## config.mk

```make
export PLATFORM = sky130hd
export DESIGN_NAME = pipelined_control_unit
export DESIGN_NICKNAME = d
export VERILOG_FILES = /design/src/rtl/pipelined_control_unit.sv
export SDC_FILE = /design/constraint.sdc
export NUM_CORES = 1
export LEC_CHECK = 0
export ABC_AREA = 1
export CORE_ASPECT_RATIO = 1.2
export CORE_UTILIZATION = 48
export CTS_BUF_LIST = sky130_fd_sc_hd__clkbuf_4 sky130_fd_sc_hd__clkbuf_8 sky130_fd_sc_hd__clkbuf_16
export DETAILED_ROUTE_END_ITERATION = 10
export MAX_ROUTING_LAYER = met4
export PLACE_DENSITY_LB_ADDON = 0.2
export SLEW_MARGIN = 20
export SYNTH_ARGS = -nofsm -noshare
export SYNTH_HDL_FRONTEND = slang
export SYNTH_SLANG_ARGS = --single-unit
export TNS_END_PERCENT = 10
```

## constraint.sdc

```tcl
create_clock -name clk -period 3 [get_ports clk]
set_input_delay 0.3 -clock clk [delete_from_list [all_inputs] [get_ports clk]]
set_output_delay 0.3 -clock clk [all_outputs]
set_load 0.01 [all_outputs]
```

## src/rtl/pipelined_control_unit.sv

```systemverilog
// ============================================================================
// pipelined_control_unit: D-stage decode carried through E/M/W with
// stall/flush, E-stage branch decision and saturating illegal counter.
// Revision: 1.0
// ============================================================================
`default_nettype none

module pipelined_control_unit #(
    parameter int ALU_CTRL_W = 3,
    parameter int CNT_W      = 8,
    parameter bit JAL_EN     = 1'b1
) (
    input  logic                  clk,
    input  logic                  rst_n,
    input  logic [6:0]            opcode_D,
    input  logic [2:0]            funct3_D,
    input  logic                  funct7_5_D,
    input  logic                  valid_D,
    input  logic                  stall_E,
    input  logic                  flush_E,
    input  logic                  zero_E,
    output logic [1:0]            imm_src_D,
    output logic                  illegal_D,
    output logic                  reg_WE_E,
    output logic                  mem_WE_E,
    output logic                  ALU_srcB_E,
    output logic                  branch_E,
    output logic                  jump_E,
    output logic [1:0]            result_src_E,
    output logic [ALU_CTRL_W-1:0] ALU_control_E,
    output logic                  pc_src_E,
    output logic                  reg_WE_M,
    output logic                  mem_WE_M,
    output logic [1:0]            result_src_M,
    output logic                  reg_WE_W,
    output logic [1:0]            result_src_W,
    output logic [CNT_W-1:0]      illegal_count
);

    localparam logic [6:0] C_OP_LW  = 7'b0000011;
    localparam logic [6:0] C_OP_SW  = 7'b0100011;
    localparam logic [6:0] C_OP_R   = 7'b0110011;
    localparam logic [6:0] C_OP_I   = 7'b0010011;
    localparam logic [6:0] C_OP_BEQ = 7'b1100011;
    localparam logic [6:0] C_OP_JAL = 7'b1101111;

    localparam logic [2:0] C_ALU_ADD = 3'b000;
    localparam logic [2:0] C_ALU_SUB = 3'b001;
    localparam logic [2:0] C_ALU_AND = 3'b010;
    localparam logic [2:0] C_ALU_OR  = 3'b011;
    localparam logic [2:0] C_ALU_SLT = 3'b101;

    typedef struct packed {
        logic                  reg_we;
        logic                  mem_we;
        logic                  srcb;
        logic                  branch;
        logic                  jump;
        logic [1:0]            result_src;
        logic [ALU_CTRL_W-1:0] alu;
    } ctrl_t;

    typedef struct packed {
        logic       reg_we;
        logic       mem_we;
        logic [1:0] result_src;
    } ctrl_m_t;

    typedef struct packed {
        logic       reg_we;
        logic [1:0] result_src;
    } ctrl_w_t;

    ctrl_t                 dec_d;
    ctrl_t                 e_d, e_q;
    ctrl_m_t               m_d, m_q;
    ctrl_w_t               w_q;
    logic [CNT_W-1:0]      cnt_d, cnt_q;
    logic [1:0]            imm_d;
    logic                  legal_d;
    logic                  alu_ok_d;
    logic [2:0]            alu3_d;
    logic [ALU_CTRL_W-1:0] alu_ext_d;

    always_comb begin
        alu3_d   = C_ALU_ADD;
        alu_ok_d = 1'b1;
        case (funct3_D)
            3'b000:  alu3_d = (opcode_D == C_OP_R && funct7_5_D) ? C_ALU_SUB : C_ALU_ADD;
            3'b010:  alu3_d = C_ALU_SLT;
            3'b110:  alu3_d = C_ALU_OR;
            3'b111:  alu3_d = C_ALU_AND;
            default: alu_ok_d = 1'b0;
        endcase
        alu_ext_d      = '0;
        alu_ext_d[2:0] = alu3_d;
    end

    always_comb begin
        dec_d   = '0;
        imm_d   = 2'b00;
        legal_d = 1'b0;
        case (opcode_D)
            C_OP_LW: begin
                legal_d          = 1'b1;
                dec_d.reg_we     = 1'b1;
                dec_d.srcb       = 1'b1;
                dec_d.result_src = 2'b01;
            end
            C_OP_SW: begin
                legal_d      = 1'b1;
                dec_d.mem_we = 1'b1;
                dec_d.srcb   = 1'b1;
                imm_d        = 2'b01;
            end
            C_OP_R: begin
                legal_d      = alu_ok_d;
                dec_d.reg_we = 1'b1;
                dec_d.alu    = alu_ext_d;
            end
            C_OP_I: begin
                legal_d      = alu_ok_d;
                dec_d.reg_we = 1'b1;
                dec_d.srcb   = 1'b1;
                dec_d.alu    = alu_ext_d;
            end
            C_OP_BEQ: begin
                legal_d        = (funct3_D == 3'b000);
                dec_d.branch   = 1'b1;
                dec_d.alu      = '0;
                dec_d.alu[2:0] = C_ALU_SUB;
                imm_d          = 2'b10;
            end
            C_OP_JAL: begin
                legal_d          = JAL_EN;
                dec_d.reg_we     = 1'b1;
                dec_d.jump       = 1'b1;
                dec_d.result_src = 2'b10;
                imm_d            = 2'b11;
            end
            default: legal_d = 1'b0;
        endcase
        // Anything not issued as a legal, valid instruction becomes a bubble.
        if (!(legal_d && valid_D)) begin
            dec_d = '0;
            imm_d = 2'b00;
        end
    end

    assign imm_src_D = imm_d;
    assign illegal_D = valid_D & ~legal_d;

    always_comb begin
        e_d = dec_d;
        if (flush_E) begin
            e_d = '0;
        end else if (stall_E) begin
            e_d = e_q;
        end
        m_d = '{reg_we: e_q.reg_we, mem_we: e_q.mem_we, result_src: e_q.result_src};
        if (stall_E && !flush_E) begin
            m_d = '0;
        end
        cnt_d = cnt_q;
        if (illegal_D && !flush_E && !stall_E && (cnt_q != {CNT_W{1'b1}})) begin
            cnt_d = cnt_q + 1'b1;
        end
    end

    always_ff @(posedge clk) begin
        if (!rst_n) begin
            e_q   <= '0;
            m_q   <= '0;
            w_q   <= '0;
            cnt_q <= '0;
        end else begin
            e_q   <= e_d;
            m_q   <= m_d;
            w_q   <= '{reg_we: m_q.reg_we, result_src: m_q.result_src};
            cnt_q <= cnt_d;
        end
    end

    assign reg_WE_E      = e_q.reg_we;
    assign mem_WE_E      = e_q.mem_we;
    assign ALU_srcB_E    = e_q.srcb;
    assign branch_E      = e_q.branch;
    assign jump_E        = e_q.jump;
    assign result_src_E  = e_q.result_src;
    assign ALU_control_E = e_q.alu;
    assign pc_src_E      = (e_q.branch & zero_E) | e_q.jump;
    assign reg_WE_M      = m_q.reg_we;
    assign mem_WE_M      = m_q.mem_we;
    assign result_src_M  = m_q.result_src;
    assign reg_WE_W      = w_q.reg_we;
    assign result_src_W  = w_q.result_src;
    assign illegal_count = cnt_q;

endmodule

`default_nettype wire

```

==> results of run 1 <==
==> cells by family (layout without fill, tap and decap cells) <==
logic type,after synthesis,after routing,synth area share
AOI/OAI and AO/OA,18,18,0.07804
buffers and inverters,32,78,0.09345
adders and majority gates,1,1,0.009632
and+or+nand+nor,113,113,0.4335
DFF,25,25,0.3854
==> synth_stat cells, types with 2 or more instances <==
cell type and number:
inv_2 2, nand2_1 51, nor2_8 2, clkbuf_1 2
inv_1 27, nand3_1 13, nor2_1 24, o21ai_0 4
nor2_4 2, nand2_2 3, nand4_1 7, a21o_1 2
dfxtp_1 25, a21oi_1 10, nor3_1 5
==> per-layer routing <==
layer	wire length, µm	global-route usage
met1	1172	0.2421
met2	1643	0.4305
met4	53	0.1143
met3	106	0.03077
met5	0	-
==> metrics by stage <==
stage	worst slack, ps	instance area, µm²
after CTS	405.2	1808
after floorplan	1471	1299
after detailed placement	414.1	1778
after global placement	455.5	1778
final	408.8	1808
after global routing	285.1	1808
==> cell usage in the layout (no fill, tap or decap), types with 2 or more instances in the layout <==
| cell type | synthesis | routed |
|---|---|---|
| a21o_1 | 2 | 2 |
| a21oi_1 | 10 | 10 |
| clkbuf_4 | 0 | 3 |
| clkdlybuf4s50_1 | 0 | 45 |
| dfxtp_1 | 25 | 25 |
| inv_1 | 27 | 27 |
| inv_2 | 2 | 2 |
| nand2_1 | 51 | 51 |
| nand2_2 | 3 | 3 |
| nand3_1 | 13 | 13 |
| nand4_1 | 7 | 7 |
| nor2_1 | 24 | 24 |
| nor2_4 | 2 | 2 |
| nor2_8 | 2 | 2 |
| nor3_1 | 5 | 5 |
| o21ai_0 | 4 | 4 |
==> critical path: cells and delay by family <==
| kind | cells | cell delay (ps) |
|---|---|---|
| buffers and inverters | 3 | 1130 |
| AND/OR/NAND/NOR | 7 | 850 |
==> area by class of cell <==
type / count / area [µm²] / share of cell area
multi-input cells: 132 / 676.9 / 0.3744
flip-flops and latches: 25 / 500.5 / 0.2768
repair buffers: 45 / 450.4 / 0.2491
inverters: 29 / 108.9 / 0.06021
well taps: 33 / 41.29 / 0.02284
clock buffers: 3 / 22.52 / 0.01246
clock inverters: 1 / 7.507 / 0.004152
==> path summary, 6_finish.rpt <==
path | start | to | cells after the start
setup / recovery | opcode_D[4] | imm_src_D[1] | 10
hold / removal | result_src_M[1] | result_src_W[1] | 2
setup reg to reg | illegal_count[0] | illegal_count[4] | 10
hold reg to reg | result_src_M[1] | result_src_W[1] | 2
==> power by group through the flow <==
stage | Clock, µW | Sequential (µW) | Combinational, µW
6_report | 157 | 338 | 79.0
5_1_grt | 175 | 338 | 87.0
4_1_cts | 166 | 338 | 79.2
3_5_place_dp | 0 | 345 | 78.6
3_3_place_gp | 0 | 345 | 76.0
2_1_floorplan | 0 | 346 | 37.2
==> sequential cells by signal, summed over array words and instances, names as in the netlist, 2 cells and up <==
register / flops
result_src_W: 2
ALU_control_E: 3
result_src_M: 2
illegal_count: 8
result_src_E: 2
==> qor.yml, run 1 <==
routing:
  drc: 0
  viasPerCell: 5.045
  antenna_left: 0
  drt-pass1-iter-count: 4
  wl_um: 2976
  drt-initial-drc-count: 29
  vias: 1352
  wire_per_inst_um: 11.10
floorplan:
  core_area_um2: 2552
  dieArea_um2: 2919
  start_util: 0.5088
  io_pins: 46
  die_w_um: 49.49
  die_height_um: 58.98
  rows: 20
outcome:
  status: "finished clean"
timing:
  fin_crit_sh: 0.8637
  whs_ps: 441.8
  setup_tns_ps: 0
  fin_worst_skew_ps: 1.453
  setup_viol: 0
  period_minus_slack_ps: 2591
  slew_viol_final: 0
  finalHoldViolations: 0
  rsz0062_at_grt: "false"
  worst_pin_slew_ps: 402.8
  max_slew_margin: 0.7286
  max_freq_ghz: 0.3859
clocking:
  ctsHoldBuffers: 0
  root_buffer: "clkbuf_4"
  cts_setup_buffers: 0
  cts.htree.levels: 1
  cts_tree: "built"
  cts.clk_slew.worst_paths_ps: 140
  cts_buffer_depth: 2
  cts_buffers: 3
  cts-resized-gates: 0
  clkLatencyLatePin_ps: 320
  numClockSinks: 25
job:
  cap_violations: 0
worst_setup_path:
  cp_slowest_cell: "clkdlybuf4s50_1"
  cp-end-kind: "output port"
  startpoint_type: "input port"
  crit_fanout: 10
  critPathKind: "input port to output port"
  cp.required_ps: 2700
  crit_path_max_incr_delay_ps: 550
  path_cells: "clkdlybuf4s50_1 -> inv_2 -> nor2_1 -> nand3_1 -> nand2_2 -> nor2_8 -> nor2_8 -> nand3_1 -> nand2_1 -> clkdlybuf4s50_1"
  crit_arrival_ps: 2290
  reg2reg_slack_ps: 1390
global_route:
  grt_max_degree: 16
  track_usage: 0.2323
  grt_pass1_wl_um: 5106
  antenna_found_initial: 0
  grt-ovfl-total: 0
  grt_pass1_vias: 1280
power_and_ir_drop:
  pwr-share-comb: 0.138
  max-vdd-ir-drop_v: 0.0003053
  power_uw: 574.2
  p_leak_uw: 0.0007543
  p_int_uw: 422.8
  p_clk_frac: 0.274
  power_density_nw_per_um2: 317.6
  p_sw_frac: 0.2637
  p_sw_uw: 151.4
  seqPwrFrac: 0.588
layout:
  finish.net_count: 254
  diodes: 0
  fill_cells: 227
  utilization: 0.7083
  area_growth_pct: 39.21
  drive_gt1_frac: 0.08085
  layoutNonFillerInstCount: 268
hold_path:
  hold_path.class: "register to register"
placed_design:
  port_buffers: 45
  dp_cells: 264
  place_congestion: 0.8952
  dpl.hpwl_um: 2339
logic_synthesis:
  synth_area_um2: 1299
  ys_seq_area_frac: 0.3854
  synth_cell_types: 25
  async_flop_share: 0
  synthFlopType: "dfxtp_1"
  ys_seq_elements: 25
  syn_avg_cell_area_um2: 6.872
  synth_edf_count: 0
  synth_fp_nets: 207
  ys_warn_count: 0
  synthCells: 189
  synth_top_area_cell: "dfxtp_1"
  synth_top_area_frac: 0.3854
  synth_area_leaders: "dfxtp_1 (39%), nand2_1 (15%), inv_1 (7.8%)"
No activity file was read; power rests on OpenSTA's default activity.
==> inputs of run 2 (changes only) <==
--- a/config.mk
+++ b/config.mk
@@ -10,8 +10,10 @@
 export CORE_UTILIZATION = 48
 export CTS_BUF_LIST = sky130_fd_sc_hd__clkbuf_4 sky130_fd_sc_hd__clkbuf_8 sky130_fd_sc_hd__clkbuf_16
 export DETAILED_ROUTE_END_ITERATION = 10
+export HOLD_SLACK_MARGIN = 0.1
 export MAX_ROUTING_LAYER = met4
 export PLACE_DENSITY_LB_ADDON = 0.2
+export SETUP_SLACK_MARGIN = 0.3
 export SLEW_MARGIN = 20
 export SYNTH_ARGS = -nofsm -noshare
 export SYNTH_HDL_FRONTEND = slang
==> run 2 against run 1 <==
Effect of this change:
- core utilization grew 0.59 points
- critical path depth grew 1
- cell area is 0.83% higher
- combinational power grew 0.9%
- register-to-register slack hardly changed
- clock power about the same
==> qor.yml, run 2 (synthesis gave the netlist of run 1 again) <==
routing:
  drt-initial-drc-count: 22  # -24%
  wl_um: 3073  # +3.3%
  antenna_left: 0  # unchanged
  viasPerCell: 5.112  # +1.3%
  vias: 1375  # +1.7%
  wire_per_inst_um: 11.42  # +2.9%
  drt-pass1-iter-count: 4  # unchanged
  drc: 0  # unchanged
layout:
  finish.net_count: 255  # +0.39%
  drive_gt1_frac: 0.08475  # +0.003895
  final_common_cell: "nand2_1"
  layoutNonFillerInstCount: 269  # +0.37%
  final_cell_mix: "nand2_1 (51), clkdlybuf4s50_1 (42), inv_1 (27)"
  area_growth_pct: 40.37
  largest_reg_flops: 8  # unchanged
  fin_area_um2: 1823  # +0.83%
  diodes: 0  # unchanged
worst_setup_path:
  worstSetupStartpoint: "opcode_D[3]"
  crit_arrival_ps: 2280  # about the same
  critPathKind: "input port to output port"
  crit_fanout: 10  # unchanged
  startpoint_type: "input port"
  reg2reg_slack_ps: 1400  # about the same
  reg2reg_from: "illegal_count[0]"
  cp-end-kind: "output port"
  crit_end: "imm_src_D[1]"
  cp.required_ps: 2700  # about the same
  rr_worst_depth: 10  # unchanged
  timing.rr.end: "illegal_count[4]"
power_and_ir_drop:
  power_density_nw_per_um2: 316.5  # -0.35%
  power_uw: 576.9  # +0.47%
  max-vdd-ir-drop_v: 0.0003050  # about the same
  p_leak_uw: 0.0007871  # +4.3%
floorplan:
  dieArea_um2: 2919  # unchanged
  start_util: 0.5088  # unchanged
  die_height_um: 58.98  # unchanged
  io_pins: 46  # unchanged
  rows: 20  # unchanged
  die_w_um: 49.49  # unchanged
  core_area_um2: 2552  # unchanged
global_route:
  grt_max_degree: 16  # unchanged
  grt-ovfl-total: 0  # unchanged
  antenna_found_initial: 0  # unchanged
  track_usage: 0.2323  # unchanged
  grt_pass1_vias: 1280  # unchanged
  grt_pass1_wl_um: 5106  # unchanged
timing:
  fin_worst_skew_ps: 2.600  # +1.148 ps
  setup_tns_ps: 0  # unchanged
  fin_ws_ps: 415.4  # +6.561 ps
  setup_viol: 0  # unchanged
  rsz0062_at_grt: "false"
  fin_crit_sh: 0.8615  # -0.002187
  worst_pin_slew_ps: 405.2  # +2.337 ps
  max_slew_margin: 0.7270  # -0.001574
  period_minus_slack_ps: 2585  # -6.561 ps
  max_freq_ghz: 0.3869  # +0.25%
  finalHoldViolations: 0  # unchanged
  slew_viol_final: 0  # unchanged
placed_design:
  dp_cells: 264  # unchanged
  dpl_cell_area_um2: 1778  # unchanged
  post-place-ws_ps: 414.1  # unchanged
  place_congestion: 0.8952  # unchanged
  port_buffers: 45  # unchanged
  dpl.hpwl_um: 2339  # unchanged
clocking:
  ctsHoldBuffers: 0  # unchanged
  clkLatencyLatePin_ps: 330  # about the same
  cts_buffers: 3  # unchanged
  cts.clk_slew.worst_paths_ps: 140  # about the same
  root_buffer: "clkbuf_4"
  numClockSinks: 25  # unchanged
  cts.htree.levels: 1  # unchanged
  cts_tree: "built"
  cts_buffer_depth: 2  # unchanged
hold_path:
  hold_path.class: "input port to register"
job:
  cap_violations: 0  # unchanged
outcome:
  status: "finished clean"
-- run 2: metrics by stage --
step | hold slack [ps] | util
after floorplan | 461.3 | -
after global placement | 420.5 | 0.6966
after detailed placement | 426.2 | 0.6966
after global routing | 462.3 | 0.7142
after CTS | 435.7 | 0.7083
final | 442.7 | 0.7142
-- run 2: repair_timing --
item | CTS | global route
setup endpoints to repair | 0 | 2
resized for setup | 0 | 3
buffers inserted | 0 | 1
-- run 2: worst min-delay path by stage --
stage	start	endpoint	slack, ps	depth (start not counted)
2_1_floorplan	reg_WE_M	reg_WE_W	460	2
3_3_place_gp	reg_WE_M	reg_WE_W	420	2
3_5_place_dp	result_src_M[1]	result_src_W[1]	430	2
4_1_cts	result_src_M[1]	result_src_W[1]	440	2
5_1_grt	reg_WE_M	reg_WE_W	460	2
6_report	opcode_D[5]	ALU_srcB_E	440	4
-- run 2: critical path, stage by stage --
cell             delay, ps
clkdlybuf4s50_1        420
inv_1                   60
nand2_1                 80
nor2_4                 170
nand3_1                160
nand2_2                170
nor2_8                  70
nor2_8                 140
nand3_1                120
nand2_1                 80
clkdlybuf4s50_1        520
-- run 2: per-layer routing --
metal  up-vias  track usage  wire [µm]
li1        691            -          -
met1       638       0.2421       1215
met2        38       0.4305       1672
met3         8      0.03077        116
met4         0       0.1143         69
met5         -            -          0
-- run 2: final cells by class --
class	instances	area, µm²
clock buffer	3	22.52
clock inverter	1	7.507
fill	224	729.5
inverter	29	108.9
multi-input combinational	132	676.9
sequential	25	500.5
tap	33	41.29
timing repair buffer	46	465.4
-- run 2: power by group --
group          internal (µW)  switching (µW)
Sequential               335            2.54
Combinational           36.4            43.3
Clock                   51.1             108
Total                    423             154
